File: src/rtl/bht_update_ctrl_if.sv
// Update/write bundle between the execute pipes, the BHT update sequencer and the BHT.
// master = upstream/observer side, slave = the sequencer itself.
interface bht_update_ctrl_if #(
  parameter int INIT_BITS = 5
);
  logic                 req0_valid;
  logic [31:0]          req0_pc;
  logic [31:0]          req0_dest;
  logic                 req0_taken;
  logic                 req1_valid;
  logic [31:0]          req1_pc;
  logic [31:0]          req1_dest;
  logic                 req1_taken;
  logic                 req_ready;
  logic                 hold;
  logic                 bht_is_write;
  logic [31:0]          bht_executed_pc;
  logic [31:0]          bht_dest_pc;
  logic                 bht_is_taken;
  logic                 bht_init;
  logic [INIT_BITS-1:0] bht_init_addr;
  logic                 predict_en;
  logic                 busy;

  modport master (
    output req0_valid, req0_pc, req0_dest, req0_taken,
    output req1_valid, req1_pc, req1_dest, req1_taken,
    output hold,
    input  req_ready, bht_is_write, bht_executed_pc, bht_dest_pc, bht_is_taken,
    input  bht_init, bht_init_addr, predict_en, busy
  );

  modport slave (
    input  req0_valid, req0_pc, req0_dest, req0_taken,
    input  req1_valid, req1_pc, req1_dest, req1_taken,
    input  hold,
    output req_ready, bht_is_write, bht_executed_pc, bht_dest_pc, bht_is_taken,
    output bht_init, bht_init_addr, predict_en, busy
  );
endinterface

File: src/rtl/bht_update_ctrl.sv
// BHT write sequencer: post-reset clear sweep, then an in-order FIFO that merges
// resolved branches from two execute pipes onto the single BHT write port.
module bht_update_ctrl #(
  parameter int SET_NUM       = 8,
  parameter int ASSOCIATIVITY = 4,
  parameter int DEPTH         = 4
) (
  input  logic               clk,
  input  logic               resetn,
  bht_update_ctrl_if.slave   bus
);
  localparam int INIT_CYCLES = SET_NUM * ASSOCIATIVITY;
  localparam int INIT_BITS   = $clog2(INIT_CYCLES);
  localparam int PTR_W       = $clog2(DEPTH);
  localparam int CNT_W       = $clog2(DEPTH + 1);
  localparam logic [INIT_BITS-1:0] INIT_LAST = INIT_BITS'(INIT_CYCLES - 1);
  localparam logic [CNT_W-1:0]     ROOM_MAX  = CNT_W'(DEPTH - 2);

  typedef enum logic {S_INIT, S_RUN} state_t;

  state_t               state;
  state_t               state_nxt;
  logic [INIT_BITS-1:0] init_cnt;
  logic [PTR_W-1:0]     head;
  logic [PTR_W-1:0]     tail;
  logic [PTR_W-1:0]     slot1;
  logic [CNT_W-1:0]     count;
  logic                 enq0;
  logic                 enq1;
  logic                 deq;
  logic [1:0]           enq_n;

  logic [31:0]          pc_mem   [DEPTH];
  logic [31:0]          dest_mem [DEPTH];
  logic [DEPTH-1:0]     taken_mem;

  always_ff @(posedge clk or negedge resetn) begin
    if (!resetn) state <= S_INIT;
    else         state <= state_nxt;
  end

  always_comb begin
    state_nxt = state;
    if (state == S_INIT && init_cnt == INIT_LAST) state_nxt = S_RUN;
  end

  // Ready looks only at the registered count, so two slots must be free even if a pop is pending.
  always_comb begin
    bus.bht_init     = (state == S_INIT);
    bus.predict_en   = (state == S_RUN);
    bus.req_ready    = (state == S_RUN) && (count <= ROOM_MAX);
    bus.bht_is_write = (state == S_RUN) && (count != '0) && !bus.hold;
    bus.busy         = (state == S_INIT) || (count != '0);
  end

  assign bus.bht_init_addr   = init_cnt;
  assign bus.bht_executed_pc = pc_mem[head];
  assign bus.bht_dest_pc     = dest_mem[head];
  assign bus.bht_is_taken    = taken_mem[head];

  assign enq0  = bus.req_ready & bus.req0_valid;
  assign enq1  = bus.req_ready & bus.req1_valid;
  assign deq   = bus.bht_is_write;
  assign enq_n = {1'b0, enq0} + {1'b0, enq1};
  // Pipe 1 lands behind pipe 0 when both retire together to keep program order.
  assign slot1 = enq0 ? tail + PTR_W'(1) : tail;

  always_ff @(posedge clk or negedge resetn) begin
    if (!resetn) begin
      init_cnt <= '0;
    end else if (state == S_INIT) begin
      init_cnt <= (init_cnt == INIT_LAST) ? '0 : init_cnt + INIT_BITS'(1);
    end
  end

  always_ff @(posedge clk or negedge resetn) begin
    if (!resetn) begin
      head  <= '0;
      tail  <= '0;
      count <= '0;
    end else begin
      head  <= head + PTR_W'(deq);
      tail  <= tail + PTR_W'(enq_n);
      count <= count + CNT_W'(enq_n) - CNT_W'(deq);
    end
  end

  always_ff @(posedge clk) begin
    if (enq0) begin
      pc_mem[tail]    <= bus.req0_pc;
      dest_mem[tail]  <= bus.req0_dest;
      taken_mem[tail] <= bus.req0_taken;
    end
    if (enq1) begin
      pc_mem[slot1]    <= bus.req1_pc;
      dest_mem[slot1]  <= bus.req1_dest;
      taken_mem[slot1] <= bus.req1_taken;
    end
  end
endmodule

File: src/flat_wrapper.sv
// flat-port wrapper written by rule: the top's interface ports become plain ports
module bht_update_ctrl_flat 
#(
  parameter int SET_NUM       = 8,
  parameter int ASSOCIATIVITY = 4,
  parameter int DEPTH         = 4
)
  (clk, resetn, bus_req0_valid, bus_req0_pc, bus_req0_dest, bus_req0_taken, bus_req1_valid, bus_req1_pc, bus_req1_dest, bus_req1_taken, bus_hold, bus_req_ready, bus_bht_is_write, bus_bht_executed_pc, bus_bht_dest_pc, bus_bht_is_taken, bus_bht_init, bus_bht_init_addr, bus_predict_en, bus_busy);
  bht_update_ctrl_if #(.INIT_BITS((5))) bus_i ();
  input  logic clk;
  input  logic resetn;
  input wire logic [$bits(bus_i.req0_valid)-1:0] bus_req0_valid;
  input wire logic [$bits(bus_i.req0_pc)-1:0] bus_req0_pc;
  input wire logic [$bits(bus_i.req0_dest)-1:0] bus_req0_dest;
  input wire logic [$bits(bus_i.req0_taken)-1:0] bus_req0_taken;
  input wire logic [$bits(bus_i.req1_valid)-1:0] bus_req1_valid;
  input wire logic [$bits(bus_i.req1_pc)-1:0] bus_req1_pc;
  input wire logic [$bits(bus_i.req1_dest)-1:0] bus_req1_dest;
  input wire logic [$bits(bus_i.req1_taken)-1:0] bus_req1_taken;
  input wire logic [$bits(bus_i.hold)-1:0] bus_hold;
  output wire logic [$bits(bus_i.req_ready)-1:0] bus_req_ready;
  output wire logic [$bits(bus_i.bht_is_write)-1:0] bus_bht_is_write;
  output wire logic [$bits(bus_i.bht_executed_pc)-1:0] bus_bht_executed_pc;
  output wire logic [$bits(bus_i.bht_dest_pc)-1:0] bus_bht_dest_pc;
  output wire logic [$bits(bus_i.bht_is_taken)-1:0] bus_bht_is_taken;
  output wire logic [$bits(bus_i.bht_init)-1:0] bus_bht_init;
  output wire logic [$bits(bus_i.bht_init_addr)-1:0] bus_bht_init_addr;
  output wire logic [$bits(bus_i.predict_en)-1:0] bus_predict_en;
  output wire logic [$bits(bus_i.busy)-1:0] bus_busy;
  assign bus_i.req0_valid = bus_req0_valid;
  assign bus_i.req0_pc = bus_req0_pc;
  assign bus_i.req0_dest = bus_req0_dest;
  assign bus_i.req0_taken = bus_req0_taken;
  assign bus_i.req1_valid = bus_req1_valid;
  assign bus_i.req1_pc = bus_req1_pc;
  assign bus_i.req1_dest = bus_req1_dest;
  assign bus_i.req1_taken = bus_req1_taken;
  assign bus_i.hold = bus_hold;
  assign bus_req_ready = bus_i.req_ready;
  assign bus_bht_is_write = bus_i.bht_is_write;
  assign bus_bht_executed_pc = bus_i.bht_executed_pc;
  assign bus_bht_dest_pc = bus_i.bht_dest_pc;
  assign bus_bht_is_taken = bus_i.bht_is_taken;
  assign bus_bht_init = bus_i.bht_init;
  assign bus_bht_init_addr = bus_i.bht_init_addr;
  assign bus_predict_en = bus_i.predict_en;
  assign bus_busy = bus_i.busy;
  bht_update_ctrl #(.SET_NUM(SET_NUM), .ASSOCIATIVITY(ASSOCIATIVITY), .DEPTH(DEPTH)) u_core (.clk(clk), .resetn(resetn), .bus(bus_i));
endmodule
File: config.mk
export PLATFORM = sky130hd
export DESIGN_NAME = bht_update_ctrl_flat
export DESIGN_NICKNAME = d
export VERILOG_FILES = /design/src/rtl/bht_update_ctrl_if.sv /design/src/rtl/bht_update_ctrl.sv /design/src/flat_wrapper.sv
export SDC_FILE = /design/constraint.sdc
export NUM_CORES = 1
export LEC_CHECK = 0
export CAP_MARGIN = 5
export CORE_UTILIZATION = 58
export CTS_CLUSTER_DIAMETER = 40
export DETAILED_ROUTE_END_ITERATION = 10
export DONT_BUFFER_PORTS = 1
export PLACE_DENSITY = 0.78
export SYNTH_ARGS = -nofsm -noshare
export SYNTH_HDL_FRONTEND = slang
export SYNTH_SLANG_ARGS = --single-unit
File: constraint.sdc
create_clock -name clk -period 3.6 [get_ports clk]
set_clock_uncertainty 0.2 [all_clocks]
set_input_delay 0.72 -clock clk [delete_from_list [all_inputs] [get_ports clk]]
set_output_delay 0.72 -clock clk [all_outputs]
set_load 0.02 [all_outputs]
## Yosys cells after proc, flatten, opt, wreduce, memory -nomap -nowiden

Memory sizes are Yosys's and may differ from the RTL's.
Cells that the tools add are included.

- Register bits: 17
- Bits in latches: 0
- RAM bits: 256
- Memory bits (read-only): 0
- Input port bits: 135
- Output and inout port bits: 75
- Logic and storage cells: 50
- Memories kept: 2

Memories:

| memory | depth | bits a word | read ports | clocked after memory_dff | wr ports | line | RTL |
|---|---|---|---|---|---|---|---|
| u_core.dest_mem | 4 | 32 | 1 | 0 | 2 | bht_update_ctrl.sv:34 | `logic [31:0] dest_mem [DEPTH];` |
| u_core.pc_mem | 4 | 32 | 1 | 0 | 2 | bht_update_ctrl.sv:33 | `logic [31:0] pc_mem [DEPTH];` |

- Add/sub/neg operators: 7
- Multipliers: 0
- Div/mod/pow operators: 0
- $lt $le $gt $ge: 6
- Eq/ne operators: 1
- Shift operators: 0
- Mux-type cells: 16
- Bitwise logic cells: 3
- Reductions and logical operators: 9

Operators by type and width:

| cell | number |
|---|---|
| $lt A2 B3 Y1 const B | 3 |
| $bwmux W4 | 2 |
| $mux W4 | 2 |
| $mux W1 | 7 |
| $logic_and A1 B1 Y1 | 6 |
| $add A5 B1 Y5 const B | 1 |
| $eq A5 B5 Y1 const B | 1 |
| $mux W5 | 1 |
| $demux W1 S2 | 2 |
| $ge A2 B1 Y1 const B | 2 |
| $add A3 B2 Y3 | 1 |
| $le A3 B2 Y1 const B | 1 |
| $reduce_bool A3 Y1 | 1 |
| $sub A3 B1 Y3 | 1 |
| $add A1 B1 Y2 | 1 |
| $add A2 B1 Y2 | 1 |
| $add A2 B1 Y2 const B | 1 |
| $add A2 B2 Y2 | 1 |
| $and A1 B1 Y1 | 2 |
| $bmux W1 S2 | 1 |
| $mux W2 | 1 |
| $logic_not A1 Y1 | 1 |
| $logic_or A1 B1 Y1 | 1 |
| $not A1 Y1 | 1 |

## Longest topological paths before layout

- Depth in word-level cells: 10
- Gate-level depth with buffers: 10
- Depth with buffers taken out: 9

## Worst setup path before layout

No wires, ideal clock.

- Kind: register to register
- Start point: register u_core.tail[0]
- End point: memory u_core.dest_mem[3][0] (enable)
- Setup time: 0.432 ns
- Arrival time: 3.383 ns
- Data required time: 2.968 ns
- Setup slack: -0.415 ns
- Cell stages (with the launch flop): 9
- Buffers on the path: 3
- Period minus slack after synthesis: 4.015 ns
- Cells stage by stage: dfrtp_1 buf_2 inv_1 ha_1 nand3b_4 a2111oi_4 buf_4 buf_6 nand2b_1

RTL lines:

| item | line | RTL |
|---|---|---|
| start: declaration | bht_update_ctrl.sv:25 | `logic [PTR_W-1:0] tail;` |
| start signal: assignment | bht_update_ctrl.sv:83 | `tail <= tail + PTR_W'(enq_n);` |
| end: declaration | bht_update_ctrl.sv:34 |  |

## Final worst setup path

- Start point: register u_core.head[0]
- End point: output bus_bht_executed_pc[0]

- Longest elaborated chain between the ends: 1

Ends and longest elaborated chain:

| item | line | RTL |
|---|---|---|
| start: declaration | bht_update_ctrl.sv:24 | `logic [PTR_W-1:0] head;` |
| start signal: assignment | bht_update_ctrl.sv:82 | `head <= head + PTR_W'(deq);` |
| $mem_v2 Z4 W32 | - |  |
| end: declaration | flat_wrapper.sv:23 | `output wire logic [$bits(bus_i.bht_executed_pc)-1:0] bus_bht_executed_pc;` |

No other way between the ends.

==> key figures <==
Clocking
  • Clock latency on the worst-skew pair: 0.50 ns
  • Clock-pin slew on the worst setup and hold paths: 0.06 ns
  • Clock Path Buffers: 3
  • Clock net sink count: 273
  • TritonCTS clock tree: yes
  • Count of cells resized by post-cts repair: 0
  • Maximum level of the CTS H-tree: 2
  • TritonCTS buffer count: 36
  • CTS Root Cell: clkbuf_16

Final layout
  • Final #Nets: 889
  • Layout Cells excl Fill: 1049
  • Number of antenna cells inserted: 0
  • Fraction of layout instances using a drive strength above 1: 50.7%
  • Fillers: 1506
  • Growth of design area from synthesis to finish: 12.1%
  • Finished Cell Area: 0.0150 mm²

Synthesis
  • Main combinational cell family by area after synthesis: multiplexers
  • Cell taking the most area after synthesis: edfxtp_1
  • Avg Cell Area, Syn: 18.4 µm²
  • Fraction of the mapped netlist area in compound gates: 0.938%
  • Synthesized netlist cell count: 726
  • Post-synthesis sequential area ratio: 60.7%
  • Synth Area in XOR/XNOR: 0.328%
  • Async set-or-reset flop fraction in the synthesized netlist: 4.76%
  • Post-synthesis mux area share: 33.0%
  • Flip-flop and latch count after synthesis: 273
  • Number of flops mapped to enable cells by yosys: 256
  • Synth top area cells: edfxtp_1, mux2_2, mux4_2, dfrtp_1, mux2_1
  • Netlist Area Pre-Place: 0.0133 mm²
  • Yosys top cell area share: 57.6%
  • Adder and majority cell fraction of the synthesized area: 1.28%
  • Net count after synthesis: 874
  • Most used DFF post-synth: edfxtp_1
  • Basic-gate share of the synthesized area counting and, or, nand and nor cells: 1.56%
  • Number of distinct library cells after synthesis: 36
  • Number of warnings printed during yosys synthesis: 0

Timing
  • Setup repair after global routing missed its margin: false
  • Slew margin rel.: 58.9%
  • Slew of the pin with the lowest slew margin: 0.614 ns
  • Fin crit period: 3.20 ns
  • Setup Viol. Count Final: 0
  • Setup TNS: 0 ns
  • Final cycle utilization of the critical path: 89.0%
  • Max Transition Viols Final: 0
  • Number of hold-slack violations in the final timing report: 0
  • Highest clock rate: 312 MHz

Setup path
  • Critical Setup Path Class: reg -> out
  • Slack of the worst reg-to-reg path: 0.59 ns
  • Crit-path max cell delay: 0.83 ns
  • Crit path required time: 2.68 ns
  • Worst path buffer plus inverter count: 1
  • Sort of element at the start of the critical path: flop
  • Critical R2R Launch: u_core.tail[0]$_DFF_PN0_
  • Logic depth of the worst register-to-register path: 6
  • Worst path cell trace: buf_12, mux4_2
  • Endpoint of the most critical register-to-register path: u_core.dest_mem[2][9]$_DFFE_PP_
  • Cell type group with the largest total delay on the critical path: flip-flops
  • WP data arrival: 2.28 ns
  • Worst-path maximum fanout: 27
  • CP Capture Type: output port
  • Critical-path top delay cell: dfrtp_4

Detailed routing
  • Post-DR wirelength/cell: 27.2 µm
  • Routed WL: 28500 µm
  • Drt initial violations: 361
  • Router iterations before antenna repair: 4
  • Total vias in the final route: 6756
  • Remaining antenna violation count after routing: 0
  • Remaining design rule violation count: 0
  • Via/cell ratio: 6.44

Die
  • Die X-Extent: 154 µm
  • Row cnt: 55
  • Full die area: 0.0236 mm²
  • IO Pins: 210
  • Core region area: 0.0226 mm²
  • Initial cell density of the core: 59.1%
  • Y dimension of the die: 154 µm

Placement
  • Cell Count Post-Placement: 987
  • RePlAce Congestion: 0.813
  • I/O Buffers: 0
  • Dpl hpwl: 17600 µm
  • Total cell area at the placement stage: 0.0138 mm²

Power and ir drop
  • Total Power: 0.0123 W
  • Standby leakage power: 5.05 nW
  • Maximum resistive drop on vdd: 0.000461 V
  • Power density cells: 820 mW/mm²

Run status
  • Status: finished clean

Job
  • Maximum Capacitance Violations: 0

Global route
  • Global-route wire length before repair: 43500 µm
  • Vias in the first global route: 7600
  • Largest net degree at the start of global routing: 67
  • Number of antenna violations at the first check in global routing: 0
  • GRT Overall Usage: 24.6%
  • Grt total ovfl: 0

Min path
  • Hold Path Cell Cnt: 2
  • Hold path endpoint: u_core.taken_mem[3]$_DFF_P_
  • Launch point of the worst hold path: bus_req1_taken
  • Worst hold-check path type: in -> reg
-- cells in the final DEF, fill, tap and decap left out, types with 2 or more instances in the layout --
cell        Yosys  final
edfxtp_1      256    256
mux2_2        230    230
mux4_2         65     65
clkbuf_16       0     37
mux2_1         27     27
ha_1           12     12
buf_4          10     12
inv_1          11     11
dfrtp_1        13     11
buf_12          0      9
clkinv_2        0      7
o21ai_0         6      6
clkinv_4        0      6
nor3_1          5      5
nand3_1         5      5
nor2_1          5      5
nand2_1         8      5
mux2i_1         4      4
a21oi_1         4      4
xnor2_1         4      4
clkinv_1        0      4
dfxtp_1         4      4
nor3b_1         3      3
o2111ai_4       0      3
nand2_4         0      3
bufinv_16       0      3
clkinvlp_4      0      3
and3_1          2      2
nand2b_1        3      2
dfrtp_4         0      2
-- report_power, final --
| part | internal (W) | total, W | switching, W | leakage, nW |
|---|---|---|---|---|
| registers | 0.00446 | 0.00484 | 0.000381 | 2.53 |
| clock network | 0.00209 | 0.00339 | 0.00130 | 0.562 |
| logic | 0.00167 | 0.00404 | 0.00237 | 1.96 |
-- flip-flops by register name (all words and copies together) (netlist names) --
name,cells
u_core.count,3
u_core.dest_mem,128
u_core.tail,2
u_core.taken_mem,4
u_core.head,2
u_core.bus.bht_init_addr,5
u_core.bus.predict_en,1
u_core.pc_mem,128
-- through the flow --
stage               setup WS [ns]  util [%]  hold WS [ns]
global route                0.269      66.3         0.148
floorplan                   0.330         -         0.224
finish                      0.396      66.3         0.146
detailed placement          0.615      61.1         0.225
global placement            0.713      61.1         0.225
CTS                         0.321      66.3         0.132
-- layer usage --
metal / wire length, µm / GRT usage (%) / vias up
met1: 10700 / 28.9 / 3494
met3: 2270 / 7.92 / 51
met4: 660 / 7.95 / 0
li1: - / - / 2975
met5: 0 / 0 / -
met2: 14900 / 43.1 / 236
-- worst reg2reg max path: stages (launching register included) --
cell	delay, ns
dfrtp_1	0.56
inv_1	0.12
ha_1	0.39
and3_1	0.23
o2111ai_4	0.36
buf_4	0.49
mux2_2	0.42
-- worst max-delay path by stage --
stage / start / to / slack (ns) / depth (start not counted)
CTS: u_core.head[0]$_DFF_PN0_ / bus_bht_dest_pc[17] / 0.32 / 2
floorplan: u_core.tail[0]$_DFF_PN0_ / u_core.dest_mem[3][0]$_DFFE_PP_ / 0.33 / 8
detailed placement: u_core.tail[0]$_DFF_PN0_ / u_core.dest_mem[2][11]$_DFFE_PP_ / 0.61 / 6
global route: u_core.head[0]$_DFF_PN0_ / bus_bht_executed_pc[0] / 0.27 / 2
global placement: u_core.tail[0]$_DFF_PN0_ / u_core.dest_mem[2][2]$_DFFE_PP_ / 0.71 / 6
finish: u_core.head[0]$_DFF_PN0_ / bus_bht_executed_pc[0] / 0.40 / 2
-- cell usage after synthesis, types with 2 or more instances --
cell type,n
a21oi_1,4
and3_1,2
buf_2,23
buf_4,10
buf_6,3
clkbuf_1,8
dfrtp_1,13
dfxtp_1,4
edfxtp_1,256
ha_1,12
inv_1,11
mux2_1,27
mux2_2,230
mux2i_1,4
mux4_2,65
nand2_1,8
nand2b_1,3
nand3_1,5
nor2_1,5
nor3_1,5
nor3b_1,3
o2111ai_1,3
o21ai_0,6
xnor2_1,4
-- cell type report --
| type | count | area, µm² | share of cell area [%] |
|---|---|---|---|
| clock buffer | 37 | 926 | 6.19 |
| tap | 285 | 357 | 2.38 |
| multi-input combinational | 397 | 5030 | 33.6 |
| sequential | 273 | 8100 | 54.2 |
| timing repair buffer | 22 | 280 | 1.87 |
| clock inverter | 24 | 224 | 1.50 |
| inverter | 11 | 41.3 | 0.276 |
-- cells by family after synthesis --
| logic type | after synthesis |
|---|---|
| xor gates and xnor gates | 5 |
| buffers and inverters | 56 |
| muxes | 326 |
| adders and majority gates | 13 |
| DFF | 273 |
| and+or+nand+nor | 37 |
| AOI/OAI and AO/OA | 16 |
-- what timing repair did --
item / CTS / global route
endpoints found under the setup margin: 0 / 0
endpoints found under the hold margin: 13 / 0
hold buffers: 1 / 0
buffers inserted: 0 / 0
(Power assumes the default switching activity.)
